`src/rtl/gumnut_pkg.sv`:
```
`default_nettype none
// +--------------------------------------------------------------------------+
// | Module   : gumnut_pkg                                                    |
// | Purpose  : Shared Gumnut types: FSM states, decode masks, ALU fn codes.  |
// | Revision : 1.0  initial release                                          |
// +--------------------------------------------------------------------------+
package gumnut_pkg;

    typedef enum logic [1:0] {
        IDLE = 2'd0,
        READ = 2'd1,
        EXEC = 2'd2,
        WB   = 2'd3
    } state_t;

    typedef enum logic [1:0] {
        CLS_IMMED   = 2'd0,
        CLS_SHIFT   = 2'd1,
        CLS_REG     = 2'd2,
        CLS_ILLEGAL = 2'd3
    } instr_class_t;

    localparam logic [17:0] c_immed_mask  = 18'h20000;
    localparam logic [17:0] c_immed_match = 18'h00000;
    localparam logic [17:0] c_shift_mask  = 18'h38000;
    localparam logic [17:0] c_shift_match = 18'h30000;
    localparam logic [17:0] c_reg_mask    = 18'h3C000;
    localparam logic [17:0] c_reg_match   = 18'h38000;

    localparam int c_rd_lsb = 11;
    localparam int c_rs_lsb = 8;
    localparam int c_r2_lsb = 5;

    localparam logic [2:0] c_alu_add  = 3'd0;
    localparam logic [2:0] c_alu_addc = 3'd1;
    localparam logic [2:0] c_alu_sub  = 3'd2;
    localparam logic [2:0] c_alu_subc = 3'd3;
    localparam logic [2:0] c_alu_and  = 3'd4;
    localparam logic [2:0] c_alu_or   = 3'd5;
    localparam logic [2:0] c_alu_xor  = 3'd6;
    localparam logic [2:0] c_alu_mask = 3'd7;

    localparam logic [1:0] c_shift_shl = 2'd0;
    localparam logic [1:0] c_shift_shr = 2'd1;
    localparam logic [1:0] c_shift_rol = 2'd2;
    localparam logic [1:0] c_shift_ror = 2'd3;

    function automatic instr_class_t decode_class(input logic [17:0] ir);
        if ((ir & c_immed_mask) == c_immed_match)      return CLS_IMMED;
        else if ((ir & c_shift_mask) == c_shift_match) return CLS_SHIFT;
        else if ((ir & c_reg_mask) == c_reg_match)     return CLS_REG;
        else                                           return CLS_ILLEGAL;
    endfunction

endpackage
`default_nettype wire

```
`src/rtl/gumnut_alu_sequencer_if.sv`:
```
`default_nettype none
// +--------------------------------------------------------------------------+
// | Module   : gumnut_alu_sequencer_if                                       |
// | Purpose  : Instruction handshake plus the operand/result bus to the ALU. |
// | Revision : 1.0  initial release                                          |
// +--------------------------------------------------------------------------+
interface gumnut_alu_sequencer_if #(
    parameter int DATA_W = 8,
    parameter int IR_W   = 18
) ();
    logic              instr_valid;
    logic [IR_W-1:0]   instr;
    logic              instr_ready;
    logic [DATA_W-1:0] alu_rs;
    logic [DATA_W-1:0] alu_r2;
    logic [IR_W-1:0]   alu_ir;
    logic              alu_cin;
    logic [DATA_W-1:0] alu_result;
    logic [DATA_W-1:0] alu_shift_result;
    logic              alu_c;

    // Master is the front end together with the external ALU.
    modport master (
        output instr_valid, instr, alu_result, alu_shift_result, alu_c,
        input  instr_ready, alu_rs, alu_r2, alu_ir, alu_cin
    );

    modport slave (
        input  instr_valid, instr, alu_result, alu_shift_result, alu_c,
        output instr_ready, alu_rs, alu_r2, alu_ir, alu_cin
    );
endinterface
`default_nettype wire

```
`src/rtl/gumnut_gpr_file.sv`:
```
`default_nettype none
// +--------------------------------------------------------------------------+
// | Module   : gumnut_gpr_file                                               |
// | Purpose  : GPR file, two read ports, one write port muxing WB and debug. |
// | Revision : 1.0  initial release                                          |
// +--------------------------------------------------------------------------+
module gumnut_gpr_file #(
    parameter int DATA_W   = 8,
    parameter int NUM_REGS = 8,
    parameter int ADDR_W   = $clog2(NUM_REGS)
) (
    input  wire logic              clk,
    input  wire logic              rst_n,
    input  wire logic [ADDR_W-1:0] rs_addr,
    input  wire logic [ADDR_W-1:0] r2_addr,
    output logic      [DATA_W-1:0] rs_data,
    output logic      [DATA_W-1:0] r2_data,
    input  wire logic              wb_we,
    input  wire logic [ADDR_W-1:0] wb_addr,
    input  wire logic [DATA_W-1:0] wb_data,
    input  wire logic              ext_we,
    input  wire logic [ADDR_W-1:0] ext_addr,
    input  wire logic [DATA_W-1:0] ext_data
);
    logic [DATA_W-1:0] w_gpr [NUM_REGS];
    logic              w_we;
    logic [ADDR_W-1:0] w_addr;
    logic [DATA_W-1:0] w_data;

    // The sequencer only raises ext_we in IDLE and wb_we in WB, so they never collide.
    assign w_we   = wb_we | ext_we;
    assign w_addr = ext_we ? ext_addr : wb_addr;
    assign w_data = ext_we ? ext_data : wb_data;

    generate
        for (genvar gi = 0; gi < NUM_REGS; gi++) begin : g_regs
            if (gi == 0) begin : g_zero
                assign w_gpr[gi] = '0;
            end else begin : g_reg
                logic [DATA_W-1:0] r_q;
                always_ff @(posedge clk) begin
                    if (!rst_n)
                        r_q <= '0;
                    else if (w_we && (w_addr == ADDR_W'(gi)))
                        r_q <= w_data;
                end
                assign w_gpr[gi] = r_q;
            end
        end
    endgenerate

    assign rs_data = w_gpr[rs_addr];
    assign r2_data = w_gpr[r2_addr];
endmodule
`default_nettype wire

```
`src/rtl/gumnut_alu_sequencer.sv`:
```
`default_nettype none
// +--------------------------------------------------------------------------+
// | Module   : gumnut_alu_sequencer                                          |
// | Purpose  : IDLE/READ/EXEC/WB control for Gumnut ALU, shift and GPR ops.  |
// | Revision : 1.0  initial release                                          |
// +--------------------------------------------------------------------------+
module gumnut_alu_sequencer
    import gumnut_pkg::*;
#(
    parameter int DATA_W   = 8,
    parameter int NUM_REGS = 8,
    parameter int IR_W     = 18
) (
    input  wire logic                        clk,
    input  wire logic                        rst_n,
    gumnut_alu_sequencer_if.slave            bus,
    input  wire logic                        ext_we,
    input  wire logic [$clog2(NUM_REGS)-1:0] ext_addr,
    input  wire logic [DATA_W-1:0]           ext_data,
    output logic                             done,
    output logic                             illegal,
    output logic                             cc_z,
    output logic                             cc_c
);
    localparam int ADDR_W = $clog2(NUM_REGS);

    state_t            r_state;
    logic              r_ready;
    logic [IR_W-1:0]   r_ir;
    logic [IR_W-1:0]   r_alu_ir;
    logic [DATA_W-1:0] r_alu_rs;
    logic [DATA_W-1:0] r_alu_r2;
    logic [DATA_W-1:0] r_res;
    logic              r_carry;
    logic              r_done;
    logic              r_illegal;
    logic              r_cc_z;
    logic              r_cc_c;

    instr_class_t      w_class;
    logic [ADDR_W-1:0] w_rd;
    logic [ADDR_W-1:0] w_rs;
    logic [ADDR_W-1:0] w_r2;
    logic [DATA_W-1:0] w_rs_data;
    logic [DATA_W-1:0] w_r2_data;
    logic              w_wb_we;
    logic              w_ext_we;

    assign w_class  = decode_class(r_ir);
    assign w_rd     = r_ir[c_rd_lsb +: ADDR_W];
    assign w_rs     = r_ir[c_rs_lsb +: ADDR_W];
    assign w_r2     = r_ir[c_r2_lsb +: ADDR_W];
    assign w_wb_we  = (r_state == WB) && (w_class != CLS_ILLEGAL);
    assign w_ext_we = ext_we && (r_state == IDLE);

    gumnut_gpr_file #(
        .DATA_W   (DATA_W),
        .NUM_REGS (NUM_REGS),
        .ADDR_W   (ADDR_W)
    ) u_gpr (
        .clk      (clk),
        .rst_n    (rst_n),
        .rs_addr  (w_rs),
        .r2_addr  (w_r2),
        .rs_data  (w_rs_data),
        .r2_data  (w_r2_data),
        .wb_we    (w_wb_we),
        .wb_addr  (w_rd),
        .wb_data  (r_res),
        .ext_we   (w_ext_we),
        .ext_addr (ext_addr),
        .ext_data (ext_data)
    );

    assign bus.instr_ready = r_ready;
    assign bus.alu_rs      = r_alu_rs;
    assign bus.alu_r2      = r_alu_r2;
    assign bus.alu_ir      = r_alu_ir;
    assign bus.alu_cin     = r_cc_c;
    assign done            = r_done;
    assign illegal         = r_illegal;
    assign cc_z            = r_cc_z;
    assign cc_c            = r_cc_c;

    always_ff @(posedge clk) begin
        if (!rst_n) begin
            r_state   <= IDLE;
            r_ready   <= 1'b1;
            r_ir      <= '0;
            r_alu_ir  <= '0;
            r_alu_rs  <= '0;
            r_alu_r2  <= '0;
            r_res     <= '0;
            r_carry   <= 1'b0;
            r_done    <= 1'b0;
            r_illegal <= 1'b0;
            r_cc_z    <= 1'b0;
            r_cc_c    <= 1'b0;
        end else begin
            r_done    <= 1'b0;
            r_illegal <= 1'b0;
            case (r_state)
                IDLE: begin
                    if (bus.instr_valid && r_ready) begin
                        r_ir    <= bus.instr;
                        r_ready <= 1'b0;
                        r_state <= READ;
                    end
                end
                READ: begin
                    r_alu_rs <= w_rs_data;
                    r_alu_r2 <= w_r2_data;
                    r_alu_ir <= r_ir;
                    r_state  <= EXEC;
                end
                EXEC: begin
                    r_res     <= (w_class == CLS_SHIFT) ? bus.alu_shift_result : bus.alu_result;
                    r_carry   <= bus.alu_c;
                    r_done    <= 1'b1;
                    r_illegal <= (w_class == CLS_ILLEGAL);
                    r_state   <= WB;
                end
                WB: begin
                    // Illegal instructions leave the flags untouched as well as the GPRs.
                    if (w_class != CLS_ILLEGAL) begin
                        r_cc_z <= (r_res == '0);
                        r_cc_c <= r_carry;
                    end
                    r_ready <= 1'b1;
                    r_state <= IDLE;
                end
                default: r_state <= IDLE;
            endcase
        end
    end
endmodule
`default_nettype wire

```
`src/flat_wrapper.sv`:
```
// flat-port wrapper written by rule: the top's interface ports become plain ports
module gumnut_alu_sequencer_flat import gumnut_pkg::*;
#(
    parameter int DATA_W   = 8,
    parameter int NUM_REGS = 8,
    parameter int IR_W     = 18
)
  (clk, rst_n, ext_we, ext_addr, ext_data, done, illegal, cc_z, cc_c, bus_instr_valid, bus_instr, bus_alu_result, bus_alu_shift_result, bus_alu_c, bus_instr_ready, bus_alu_rs, bus_alu_r2, bus_alu_ir, bus_alu_cin);
  gumnut_alu_sequencer_if #(.DATA_W(DATA_W), .IR_W(IR_W)) bus_i ();
  input  wire logic clk;
  input  wire logic rst_n;
  input  wire logic ext_we;
  input  wire logic [$clog2(NUM_REGS)-1:0] ext_addr;
  input  wire logic [DATA_W-1:0] ext_data;
  output logic done;
  output logic illegal;
  output logic cc_z;
  output logic cc_c;
  input wire logic [$bits(bus_i.instr_valid)-1:0] bus_instr_valid;
  input wire logic [$bits(bus_i.instr)-1:0] bus_instr;
  input wire logic [$bits(bus_i.alu_result)-1:0] bus_alu_result;
  input wire logic [$bits(bus_i.alu_shift_result)-1:0] bus_alu_shift_result;
  input wire logic [$bits(bus_i.alu_c)-1:0] bus_alu_c;
  output wire logic [$bits(bus_i.instr_ready)-1:0] bus_instr_ready;
  output wire logic [$bits(bus_i.alu_rs)-1:0] bus_alu_rs;
  output wire logic [$bits(bus_i.alu_r2)-1:0] bus_alu_r2;
  output wire logic [$bits(bus_i.alu_ir)-1:0] bus_alu_ir;
  output wire logic [$bits(bus_i.alu_cin)-1:0] bus_alu_cin;
  assign bus_i.instr_valid = bus_instr_valid;
  assign bus_i.instr = bus_instr;
  assign bus_i.alu_result = bus_alu_result;
  assign bus_i.alu_shift_result = bus_alu_shift_result;
  assign bus_i.alu_c = bus_alu_c;
  assign bus_instr_ready = bus_i.instr_ready;
  assign bus_alu_rs = bus_i.alu_rs;
  assign bus_alu_r2 = bus_i.alu_r2;
  assign bus_alu_ir = bus_i.alu_ir;
  assign bus_alu_cin = bus_i.alu_cin;
  gumnut_alu_sequencer #(.DATA_W(DATA_W), .NUM_REGS(NUM_REGS), .IR_W(IR_W)) u_core (.clk(clk), .rst_n(rst_n), .bus(bus_i), .ext_we(ext_we), .ext_addr(ext_addr), .ext_data(ext_data), .done(done), .illegal(illegal), .cc_z(cc_z), .cc_c(cc_c));
endmodule
```
`config.mk`:
```
export PLATFORM = sky130hd
export DESIGN_NAME = gumnut_alu_sequencer_flat
export DESIGN_NICKNAME = d
export VERILOG_FILES = /design/src/rtl/gumnut_pkg.sv /design/src/rtl/gumnut_alu_sequencer_if.sv /design/src/rtl/gumnut_gpr_file.sv /design/src/rtl/gumnut_alu_sequencer.sv /design/src/flat_wrapper.sv
export SDC_FILE = /design/constraint.sdc
export NUM_CORES = 1
export LEC_CHECK = 0
export CORE_ASPECT_RATIO = 0.7
export CORE_MARGIN = 2
export CORE_UTILIZATION = 30
export CTS_BUF_LIST = sky130_fd_sc_hd__clkbuf_4
export CTS_CLUSTER_DIAMETER = 150
export DETAILED_ROUTE_END_ITERATION = 10
export GPL_TIMING_DRIVEN = 0
export REMOVE_ABC_BUFFERS = 1
export SLEW_MARGIN = 20
export SYNTH_ARGS = -nofsm -noshare
export SYNTH_HDL_FRONTEND = slang
export SYNTH_SLANG_ARGS = --single-unit
```
`constraint.sdc`:
```
create_clock -name clk -period 2.8 [get_ports clk]
set_clock_uncertainty 0.2 [all_clocks]
set_input_delay 0.56 -clock clk [delete_from_list [all_inputs] [get_ports clk]]
set_output_delay 0.56 -clock clk [all_outputs]
set_load 0.03 [all_outputs]
```
Word-level counts from Yosys, hierarchy flattened
Cells that the tools add are included.
{"block": "word_totals", "ramBits": 0, "wordCells": 75, "latchBits": 0, "mem_count": 0, "register_bits": 124, "mem_bits_ro": 0}
{"block": "op_classes", "mux": 17, "mul": 0, "magnitude_cmp": 2, "eq_ne": 16, "n_reduce_logical": 18, "bitwise_logic": 3, "div_mod_pow": 0, "n_addsub": 0, "shift": 0}
{"operator": "8-bit binary-select mux with 3-bit select", "n": 2}
{"operator": "8-bit two-way mux", "n": 6}
{"operator": "18-bit logical NOT", "n": 1}
{"operator": "3-bit == test, second input constant", "n": 5}
{"operator": "1-bit logical AND", "n": 10}
{"operator": "4-bit >= comparator, second input constant", "n": 2}
{"operator": "8-bit logical NOT", "n": 1}
{"operator": "3-bit NOT with 4-bit output", "n": 2}
{"operator": "2-bit case mux with 4 select lines", "n": 1}
{"operator": "2-bit AND reduction", "n": 4}
{"operator": "2-bit == test, second input constant", "n": 3}
{"operator": "3-bit by 2-bit == test with 1-bit output, second input constant", "n": 2}
{"operator": "2-bit two-way mux", "n": 3}
{"operator": "2-bit by 1-bit == test with 1-bit output, second input constant", "n": 2}
{"operator": "4-bit == test, second input constant", "n": 1}
{"operator": "2-bit inequality test, second input constant", "n": 2}
{"operator": "3-bit by 1-bit == test with 1-bit output, second input constant", "n": 1}
{"operator": "1-bit two-way mux", "n": 3}
{"operator": "3-bit two-way mux", "n": 1}
{"operator": "2-bit logical NOT", "n": 1}
{"operator": "1-bit case mux with 2 select lines", "n": 1}
{"operator": "2-bit nonzero test", "n": 1}
{"operator": "1-bit OR", "n": 1}

Depth between registers and ports, before layout
{"block": "logic_depth", "depth_word": 8, "mapped_depth": 9}

Cells and area by module
A second synthesis with hierarchy kept.
{"block": "hier_totals", "hier_cells": 581, "area_unflattened_um2": 5745.5}
{"module": "gumnut_gpr_file", "cells_per_inst": 310, "instances": 1, "seq_area_each_um2": 1121.1, "area_per_inst_um2": 3154.3}
{"module": "gumnut_alu_sequencer", "cells_per_inst": 271, "instances": 1, "seq_area_each_um2": 1361.3, "area_per_inst_um2": 2591.2}

Least setup slack after synthesis
No wires, ideal clock.
{"block": "synth_path", "path_type": "register -> register", "startpoint": "reg u_core.r_state[0]", "endpoint": "reg u_core.u_gpr.g_regs[1].g_reg.r_q[0]", "path_buffers": 2, "period_less_slack_ns": 2.172, "setup_time_ns": 0.072, "t_arrival_ns": 1.900, "path_slack_ns": 0.628, "stages_incl_launch_ff": 9, "cell_sequence": "dfxtp_1 > inv_1 > ha_1 > buf_4 > and2_4 > buf_6 > mux2i_4 > nor3_4 > mux2i_1"}
{"block": "synth_between", "elab_chain_len": 5, "word_cells_on_any_way": 9, "classes_between": "2 x eq/ne; 2 x mux; 1 x bitwise; 4 x reduce/logical"}
{"element": "from (decl)", "line": "gumnut_alu_sequencer.sv:27", "rtl": "state_t r_state;"}
{"element": "from (signal assigned)", "line": "gumnut_alu_sequencer.sv:87", "rtl": "r_state <= IDLE;"}
{"element": "from (signal assigned)", "line": "gumnut_alu_sequencer.sv:107", "rtl": "r_state <= READ;"}
{"element": "from (signal assigned)", "line": "gumnut_alu_sequencer.sv:114", "rtl": "r_state <= EXEC;"}
{"element": "2-bit logical NOT", "line": "gumnut_alu_sequencer.sv:54", "rtl": "assign w_ext_we = ext_we && (r_state == IDLE);"}
{"element": "1-bit logical AND", "line": "gumnut_alu_sequencer.sv:54"}
{"element": "3-bit two-way mux", "line": "gumnut_gpr_file.sv:32", "rtl": "assign w_addr = ext_we ? ext_addr : wb_addr;"}
{"element": "3-bit by 1-bit == test with 1-bit output", "line": "gumnut_gpr_file.sv:44", "rtl": "else if (w_we && (w_addr == ADDR_W'(gi)))"}
{"element": "1-bit logical AND", "line": "gumnut_gpr_file.sv:44"}
{"element": "to (signal assigned)", "line": "gumnut_gpr_file.sv:45", "rtl": "r_q <= w_data;"}
{"element": "to (decl)", "line": "gumnut_gpr_file.sv:40", "rtl": "logic [DATA_W-1:0] r_q;"}
Parallel ways exist; a longest one is shown, timed or not.
A chain may end at the register's enable or synchronous reset.

Worst setup path in the final report
{"block": "layout_path", "startpoint": "reg u_core.r_state[0]", "endpoint": "reg u_core.u_gpr.g_regs[3].g_reg.r_q[2]"}
{"block": "layout_between", "elab_chain_len": 5, "word_cells_on_any_way": 9, "classes_between": "2 x eq/ne; 2 x mux; 1 x bitwise; 4 x reduce/logical"}
{"element": "2-bit logical NOT", "line": "gumnut_alu_sequencer.sv:54"}
{"element": "1-bit logical AND", "line": "gumnut_alu_sequencer.sv:54"}
{"element": "3-bit two-way mux", "line": "gumnut_gpr_file.sv:32"}
{"element": "3-bit by 2-bit == test with 1-bit output", "line": "gumnut_gpr_file.sv:44"}
{"element": "1-bit logical AND", "line": "gumnut_gpr_file.sv:44"}
{"element": "to (signal assigned)", "line": "gumnut_gpr_file.sv:45"}
{"element": "to (decl)", "line": "gumnut_gpr_file.sv:40"}
Parallel ways exist; a longest one is shown, timed or not.

==> impl_metrics.json <==
{
  "status": "complete, no violations",
  "place_ws_ns": -0.1146,
  "yosysUniqueCellTypes": 43,
  "hold_slack_ns": 0.2446,
  "max-cap-violations": 0,
  "core_area_um2": 18970,
  "grt_max_degree": 79,
  "cp_cell_sequence": "inv_1 -> ha_1 -> and2_4 -> o21ai_1 -> nor3b_2 -> buf_6 -> mux2i_1",
  "place.gp.congestion": 0.7909,
  "stdcell_count": 940,
  "max_stage_delay_ns": 0.56,
  "h-tree-depth": 4,
  "post-route-worst-setup-slack_ns": 0.06553,
  "drt_first_pass_iters": 4,
  "grt_pass1_vias": 4672,
  "wl_mm": 15.99,
  "drc": 0,
  "ir_worst_vdd_mv": 0.3297,
  "track_usage_pct": 16.09,
  "synth_top_area_share_pct": 42.67,
  "cts_root_buf": "clkbuf_4",
  "antenna_cells": 0,
  "yosys-top-cells-count": "dfxtp_1 (124), nand2_1 (120), mux2i_1 (115), clkbuf_1 (30), nor2b_1 (26)",
  "synth_warnings": 0,
  "start_util_pct": 30.67,
  "syn_to_final_growth_pct": 24.30,
  "criticalPathCategory": "reg -> reg",
  "worstHoldPathType": "in -> reg",
  "antenna_left": 0,
  "holdBufCountCts": 0,
  "synth_cells": 596,
  "vias": 4605,
  "clk_pin_slew_worst_paths_ns": 0.12,
  "cts_made_buffers": 17,
  "critical-path-top-delay-family": "simple AND/OR/NAND/NOR gates",
  "synthArstFlopShare_pct": 0,
  "multi_input_area_um2": 3154,
  "rsz0062_at_grt": "yes",
  "num_rows": 42,
  "ys_seq_area_share_pct": 42.67,
  "yosysMostFrequentCell": "dfxtp_1",
  "cts_num_sinks": 124,
  "regArea_um2": 2485,
  "critPathLaunchType": "register",
  "postSynthAreaPerCell_um2": 9.762,
  "tritoncts": "done",
  "via_per_inst": 4.899,
  "ys_seq_elements": 124,
  "cp_data_required_time_ns": 3.04,
  "met1_usage_pct": 21.81,
  "cellPowerDensity_nw_per_um2": 738.2,
  "use_met2_pct": 24.29,
  "maxSlewHeadroom_pct": 45.49,
  "grt.overflow.total": 0,
  "ioPinCount": 90,
  "num-fill-cells": 1856,
  "worstPathMaxFanout": 15,
  "worst-path-buf-inv": 2,
  "synth_ff_type": "dfxtp_1",
  "die_h_um": 120.5,
  "dieArea_um2": 20540,
  "clockBufferDepth": 2,
  "antenna_found_initial": 0,
  "ys_top_cells_by_area": "dfxtp_1 (43%), mux2i_1 (20%), nand2_1 (7.7%)",
  "p_leak_nw": 2.634,
  "synth_edf_count": 0,
  "nets": 719,
  "dpl.cell_count": 909,
  "die_w_um": 170.5,
  "drtIter0Drc": 345,
  "port-buffer-count": 89,
  "top_usage_layer": "met2",
  "grt_pass1_wl_mm": 25.37,
  "setup_viol": 0,
  "arrival_ns": 2.98,
  "worstSetupEndpointType": "register",
  "post-route-period-util_pct": 97.66,
  "insertion_delay_ns": 0.53,
  "hold_viol_final": 0,
  "crit_slowest_cell": "nor3b_2",
  "fin_crit_ns": 2.734,
  "drv_slew": 0,
  "wl_per_cell_um": 17.01,
  "max_freq_mhz": 365.7,
  "tightest_slew_ns": 0.8177,
  "hpwl_mm": 10.69,
  "synth_area_leader_cell": "dfxtp_1",
  "netlist_area_um2": 5818,
  "drive_above_1_share_pct": 11.09,
  "grtUsageMet3_pct": 4.452
}
## cell usage in the layout (no fill, tap or decap), types with 4 or more instances in the layout
cell type,count
a21oi_1,9
clkbuf_4,21
nor2b_1,26
a21boi_0,22
a31oi_1,6
mux2_2,15
mux2i_1,115
dfxtp_1,122
a22oi_1,8
o21ai_0,9
clkdlybuf4s50_1,88
nand2_1,120
o221a_2,8
mux4_2,5
o211a_1,8
ha_1,4
nor2_1,17
nand2b_1,8
o221ai_1,8
inv_1,4
## metrics by stage
| step | setup TNS [ns] | instance area (µm²) | utilization, % | total power, mW |
|---|---|---|---|---|
| 2_1_floorplan | 0 | 5612 | - | 3.374 |
| 3_3_place_gp | -274.35 | 6833 | 36.02 | 4.026 |
| 3_5_place_dp | -1.595 | 6938 | 36.57 | 4.078 |
| 4_1_cts | 0 | 7219 | 38.06 | 5.377 |
| 5_1_grt | -0.09578 | 7232 | 38.12 | 5.607 |
| 6_report | 0 | 7232 | 38.12 | 5.339 |
## per-layer routing
metal / part of all wire [%] / routed length (µm)
met1: 47 / 7551
met2: 44 / 7056
met3: 7.1 / 1142
met4: 1.5 / 238
met5: 0 / 0
## cell families (layout without fill, tap and decap cells)
| logic type | count (synthesis) | in the layout | synth area share (%) |
|---|---|---|---|
| buffers and inverters | 49 | 129 | 3.806 |
| and+or+nand+nor | 191 | 191 | 15.57 |
| adders and majority gates | 5 | 5 | 1.075 |
| DFF | 124 | 124 | 42.67 |
| AOI/OAI and AO/OA | 91 | 91 | 11.87 |
| muxes | 136 | 136 | 25.01 |
## path summary, 6_finish.rpt
check | to | startpoint | cells past startpoint | slack (ns)
setup / recovery | u_core.u_gpr.g_regs[3].g_reg.r_q[2] | u_core.r_state[0] | 7 | 0.07
hold / removal | u_core.bus.instr_ready | rst_n | 2 | 0.24
setup reg to reg | u_core.u_gpr.g_regs[3].g_reg.r_q[2] | u_core.r_state[0] | 7 | 0.07
hold reg to reg | u_core.r_ir[0] | u_core.r_ir[0] | 2 | 0.27
## registers in the layout (all words and copies together) (netlist names), 2 cells and up
name and cells:
u_core.bus.alu_ir 18, u_core.bus.alu_r2 8, u_core.bus.alu_rs 8, u_core.r_ir 18, u_core.r_res 8, u_core.r_state 2, u_core.u_gpr.g_regs.g_reg.r_q 56
## worst register-to-register path, delay by kind of cell (launching register included)
kind	cells	cell delay (ns)
AO/OA/AOI/OAI	1	0.31
adder cells (fa/ha/maj)	1	0.33
buffers and inverters	2	0.35
flip-flops	1	0.43
multiplexers	1	0.19
AND/OR/NAND/NOR	2	0.85
## cell type report
class / count / area share (%)
repair buffers: 94 / 13.36
multi-input cells: 423 / 43.62
well taps: 264 / 4.567
inverters: 4 / 0.2076
clock buffers: 21 / 2.180
flip-flops and latches: 124 / 34.36
clock inverters: 10 / 1.713
## timing repair
item	in CTS	in global routing
buffers inserted	0	0
setup endpoints to repair	0	15
gates resized for setup	0	2
## power by group
part           switching, mW  total [mW]  internal, mW  leakage, nW
Clock                  0.660        1.30         0.641        0.156
Combinational           1.03        1.81         0.771         1.47
Sequential             0.241        2.23          1.99         1.01
Total                   1.94        5.34          3.40         2.63
No activity file was read; power rests on OpenSTA's default activity.
